[src/rtl/uart_tx_ctrl.sv]
// UART transmit frame sequencer: byte handshake, baud timing, shift strobes and txd framing.
// Optional parity bit is built when the macro UART_TX_PARITY_EN is defined (sense from PARITY_ODD).
module uart_tx_ctrl #(
   parameter int CLKS_PER_BIT = 16,
   parameter int STOP_BITS    = 1,
   parameter int PARITY_ODD   = 0
) (
   input  logic       clk,
   input  logic       rst_n,
   input  logic       tx_valid,
   input  logic [7:0] tx_data,
   output logic       tx_ready,
   output logic       sr_load,
   output logic [7:0] sr_data,
   output logic       sr_shift_en,
   input  logic       sr_serial,
   output logic       txd,
   output logic       busy,
   output logic       tx_done
);

   localparam int               CNT_W    = $clog2(CLKS_PER_BIT);
   localparam logic [CNT_W-1:0] CNT_LAST = CNT_W'(CLKS_PER_BIT - 1);

   generate
      if (CLKS_PER_BIT < 2 || CLKS_PER_BIT > 65535) begin : g_bad_clks
         $error("uart_tx_ctrl: CLKS_PER_BIT must be in 2..65535");
      end
      if (STOP_BITS < 1 || STOP_BITS > 2) begin : g_bad_stop
         $error("uart_tx_ctrl: STOP_BITS must be 1 or 2");
      end
      if (PARITY_ODD < 0 || PARITY_ODD > 1) begin : g_bad_parity
         $error("uart_tx_ctrl: PARITY_ODD must be 0 or 1");
      end
   endgenerate

   typedef enum logic [2:0] {
      S_IDLE,
      S_START,
      S_DATA,
`ifdef UART_TX_PARITY_EN
      S_PARITY,
`endif
      S_STOP
   } state_e;

   state_e           state_q,    state_d;
   logic [CNT_W-1:0] baud_cnt_q, baud_cnt_d;
   logic [2:0]       bit_idx_q,  bit_idx_d;
   logic             stop_cnt_q, stop_cnt_d;
`ifdef UART_TX_PARITY_EN
   logic             parity_q,   parity_d;
`endif

   logic accept;
   logic bit_tick;
   logic last_stop;

   assign accept    = tx_valid & tx_ready;
   assign bit_tick  = (baud_cnt_q == CNT_LAST);
   assign last_stop = ({31'd0, stop_cnt_q} == 32'(STOP_BITS - 1));

   // The shift register sits outside this block; it loads on the accept edge.
   assign sr_load = accept;
   assign sr_data = tx_data;

   // NOTE: sequential state uses non-blocking assignments so every flop samples
   // pre-edge values; blocking here would create order-dependent simulation races.
   // NOTE: no memories here, so every flop is given an explicit reset value.
   always_ff @(posedge clk or negedge rst_n) begin
      if (!rst_n) begin
         state_q    <= S_IDLE;
         baud_cnt_q <= '0;
         bit_idx_q  <= '0;
         stop_cnt_q <= 1'b0;
`ifdef UART_TX_PARITY_EN
         parity_q   <= 1'b0;
`endif
      end else begin
         state_q    <= state_d;
         baud_cnt_q <= baud_cnt_d;
         bit_idx_q  <= bit_idx_d;
         stop_cnt_q <= stop_cnt_d;
`ifdef UART_TX_PARITY_EN
         parity_q   <= parity_d;
`endif
      end
   end

   always_comb begin
      // NOTE: every _d defaults to its _q first so no branch leaves a value
      // unassigned, which would otherwise infer a latch.
      state_d    = state_q;
      baud_cnt_d = baud_cnt_q;
      bit_idx_d  = bit_idx_q;
      stop_cnt_d = stop_cnt_q;
`ifdef UART_TX_PARITY_EN
      parity_d   = parity_q;
`endif

      if (state_q == S_IDLE) begin
         baud_cnt_d = '0;
      end else if (bit_tick) begin
         baud_cnt_d = '0;
      end else begin
         baud_cnt_d = baud_cnt_q + CNT_W'(1);
      end

      case (state_q)
         S_IDLE: begin
            stop_cnt_d = 1'b0;
            if (accept) begin
               state_d   = S_START;
               bit_idx_d = '0;
`ifdef UART_TX_PARITY_EN
               parity_d  = (^tx_data) ^ (PARITY_ODD != 0);
`endif
            end
         end
         S_START: begin
            if (bit_tick) state_d = S_DATA;
         end
         S_DATA: begin
            if (bit_tick) begin
               bit_idx_d = bit_idx_q + 3'd1;
               if (bit_idx_q == 3'd7) begin
`ifdef UART_TX_PARITY_EN
                  state_d = S_PARITY;
`else
                  state_d = S_STOP;
`endif
               end
            end
         end
`ifdef UART_TX_PARITY_EN
         S_PARITY: begin
            if (bit_tick) state_d = S_STOP;
         end
`endif
         S_STOP: begin
            if (bit_tick) begin
               if (last_stop) state_d = S_IDLE;
               else           stop_cnt_d = 1'b1;
            end
         end
         default: begin
            state_d = S_IDLE;
         end
      endcase
   end

   // txd depends only on registered state and sr_serial, never on tx_valid.
   always_comb begin
      tx_ready    = 1'b0;
      busy        = 1'b1;
      sr_shift_en = 1'b0;
      tx_done     = 1'b0;
      txd         = 1'b1;
      case (state_q)
         S_IDLE: begin
            tx_ready = 1'b1;
            busy     = 1'b0;
         end
         S_START: begin
            txd = 1'b0;
         end
         S_DATA: begin
            txd         = sr_serial;
            sr_shift_en = bit_tick;
         end
`ifdef UART_TX_PARITY_EN
         S_PARITY: begin
            txd = parity_q;
         end
`endif
         S_STOP: begin
            tx_done = bit_tick & last_stop;
         end
         default: begin
            txd = 1'b1;
         end
      endcase
   end

endmodule

[config.mk]
export PLATFORM = sky130hd
export DESIGN_NAME = uart_tx_ctrl
export DESIGN_NICKNAME = d
export VERILOG_FILES = /design/src/rtl/uart_tx_ctrl.sv
export SDC_FILE = /design/constraint.sdc
export NUM_CORES = 1
export LEC_CHECK = 0
export ABC_AREA = 1
export CAP_MARGIN = 15
export CORE_MARGIN = 5
export CORE_UTILIZATION = 44
export CTS_BUF_LIST = sky130_fd_sc_hd__clkbuf_4
export DETAILED_ROUTE_END_ITERATION = 8
export PLACE_DENSITY = 0.81
export SETUP_SLACK_MARGIN = 0.1
export SYNTH_ARGS = -nofsm -noshare
export SYNTH_HDL_FRONTEND = slang
export SYNTH_SLANG_ARGS = --single-unit
export TNS_END_PERCENT = 100
[constraint.sdc]
create_clock -name clk -period 1.35 [get_ports clk]
set_input_delay 0.27 -clock clk [delete_from_list [all_inputs] [get_ports clk]]
set_output_delay 0.27 -clock clk [all_outputs]
set_load 0.03 [all_outputs]
==> key figures <==
Yosys
  • Synth Cell Area: about 660 um2
  • Synth unique cells: 18
  • #FFs+latches synth: 10
  • Avg Cell Area, Syn: 8.33 um2
  • Syn_nets: a little under 100
  • YS warnings: 0
  • Synth Instances: 79
  • Register area share after synthesis: approximately two fifths

Global routing
  • Met1 Use GR: roughly 14%
  • Met2 GRT Util: a little under a quarter
  • Global-route wire length before repair: around 2400 um
  • Vias in the first global route: roughly 520
  • Initial antenna violation count: 0
  • Total gr overflow: 0
  • Global route hottest layer: met2
  • Gr usage total: between 10% and 20%
  • Largest net degree at the start of global routing: 11
  • GR met3 Demand/Resource: 3.99%

Clock network
  • Reg clk slew, reported paths: approximately 0.070 ns
  • H-tree levels: 1
  • Worst-Skew Late Latency: 0.26 ns
  • # clock sinks: 10
  • Num CTS Buffers: 3
  • CTS tree: built
  • Root Buffer: clkbuf_4
  • Longest Clk Path Bufs: 2

Placement
  • Place WS: 0.0107 ns
  • I/O Buffers: 9
  • Hpwl dp: 949 um
  • Placed cell count: 97
  • GPL Wtd Cong: approximately 0.82

STA
  • Final setup viols: 11
  • RSZ-0062 raised after global routing: true
  • Min cycle time layout: between 1.5 and 2 ns
  • Period utilization: 116%
  • Slew Limit Headroom: 70.1%
  • Slew Limit Fails: 0
  • Final hold violation count: 0
  • Fmax: roughly 0.64 GHz
  • Slew @ Worst Pin: 0.447 ns
  • Worst Clk Skew: ~0.0050 ns
  • Final WS setup: -0.221 ns

Die
  • Core ar.: about 1500 um2
  • I/O pin cnt: 26
  • Die height: 48.7 um
  • Die area: about 2400 um2
  • Die width: 48.7 um
  • Initial core utilization: between 40% and 50%
  • # rows: 14

Route
  • WL final: 1610 um
  • ANT nets after route: 0
  • First DRT Iteration DRCs: 8
  • Initial DRT Pass Iterations: 4
  • Wire length per cell: between 10 and 15 um
  • Via Count: 561
  • # DRC: 0
  • DR vias/cell: roughly 5.1

Cells and area
  • Finished Core Util: 65.1%
  • Antenna cells: 0
  • Layout Nets: 116
  • Area grow syn2layout: 43.9%
  • Final Non-Filler Cells: between 100 and 150
  • Share of layout cells above drive strength 1: 49.5%

Critical path
  • Crit Path Max Fanout: 6
  • Setup CP Type: reg2out
  • Critical path startpoint category: flip-flop
  • Critical Path Max Stage Delay: 0.44 ns
  • Critical Path AT: around 1.3 ns
  • CP dominant cell by count: buf_6
  • Worst EP required: 1.08 ns
  • Crit path cell chain: buf_6 -> ha_4 -> o21ai_2 -> buf_6
  • Slowest-stage cell, CP: dfrtp_2
  • Crit. End Element: output port

Run status
  • Violated checks: negative setup slack
  • Status: finished with violations

Power and ir drop
  • VDD IR max: roughly 1.4 mV
  • Pwr/cell area: ~2400 nW/um2
  • P_leak: between 0.4 and 0.5 nW
  • Total Power: approximately 2.3 mW

Min path
  • Worst Hold Class: in2async

Flow run
  • Max_cap viols: 0
sequential cells by signal, indices dropped and copies added (netlist names):
| name | count |
|---|---|
| baud_cnt_q | 4 |
| state_q | 2 |
| bit_idx_q | 3 |
| stop_cnt_q | 1 |
worst paths after layout:
kind                                     startpoint                  endpoint  slack [ns]  depth (start not counted)
hold / removal                                rst_n  bit_idx_q[1]$_DFFE_PN0P_        0.31                          1
hold reg to reg            bit_idx_q[1]$_DFFE_PN0P_  bit_idx_q[1]$_DFFE_PN0P_        0.51                          2
setup reg to reg             state_q[0]$_DFFE_PN0P_  bit_idx_q[2]$_DFFE_PN0P_       -0.06                          9
setup / recovery             state_q[1]$_DFFE_PN0P_                       txd       -0.22                          4
max in group asynchronous                     rst_n    state_q[1]$_DFFE_PN0P_        0.70                          1
min in group clk           bit_idx_q[1]$_DFFE_PN0P_  bit_idx_q[1]$_DFFE_PN0P_        0.51                          2
repair_timing:
item | in CTS | in global routing
hold buffers | 0 | 0
endpoints found under the setup margin | 11 | 14
gates resized for setup | 13 | 11
pin swaps | 8 | 10
hold endpoints to repair | 0 | 0
setup buffers | 5 | 5
where the power goes:
group | internal, mW | leakage [nW] | switching [mW] | total (mW)
Combinational | 0.730 | 0.303 | 0.840 | 1.57
Sequential | 0.401 | 0.131 | 0.111 | 0.512
Clock | 0.107 | 0.0154 | 0.103 | 0.210
layout by cell type, fill, tap and decap left out, types with 2 or more instances in the layout:
cell type and instances:
clkdlybuf4s50_1 3, buf_4 8, buf_6 9, nand2_2 5, nor2_4 3, inv_1 2
inv_2 4, ha_1 3, dfrtp_1 9, clkbuf_4 3, ha_4 3, nand2_1 16
nand3_1 2, ha_2 2, o21ai_1 3, nor2_1 6, nand2_4 2
Yosys cell counts, drive strengths merged:
cell    n  area share, %
inv     8            4.6
nand2  23             14
o21ai   4            3.0
nor2   10            7.6
xnor2   1            1.3
ha      8             15
xor2    1            1.3
or2     1           0.95
dfrtp  10             38
buf     8            9.1
nand3   4            3.8
nor3    1           0.76
worst max-delay path: cells and delay by family (launching register included):
| family | cells | cell delay [ns] |
|---|---|---|
| DFF | 1 | 0.44 |
| buffers and inverters | 2 | 0.27 |
| adders and majority gates | 1 | 0.18 |
| AOI/OAI and AO/OA | 1 | 0.15 |
metrics by stage:
step | cell area [um2] | hold WS, ns | TNS, ns
6_report | 947 | 0.315 | -1.25
5_1_grt | 947 | 0.354 | -2.15
4_1_cts | 875 | 0.331 | -1.10
3_5_place_dp | 763 | 0.494 | 0
3_3_place_gp | 763 | 0.477 | 0
2_1_floorplan | 721 | -0.0256 | 0
layer usage:
metal	up-vias	part of all wire, %
met5	-	0
li1	272	-
met3	6	5.5
met1	271	38
met2	12	54
met4	0	2.6
cells by family after synthesis:
group	share of synthesized area [%]
AOI/OAI and AO/OA	3.04
xor gates and xnor gates	2.66
adders and majority gates	15.2
buffers and inverters	13.7
DFF	38.0
and+or+nand+nor	27.4
layout make-up:
class                   instances  area [um2]
clock buffers                   3        22.5
clock inverters                 1        3.75
well taps                      16        20.0
multi-input cells              53         420
flip-flops and latches         10         251
repair buffers                 20         191
fillers                       112         507
inverters                       8        37.5
Power figures use the tool's default switching activity.
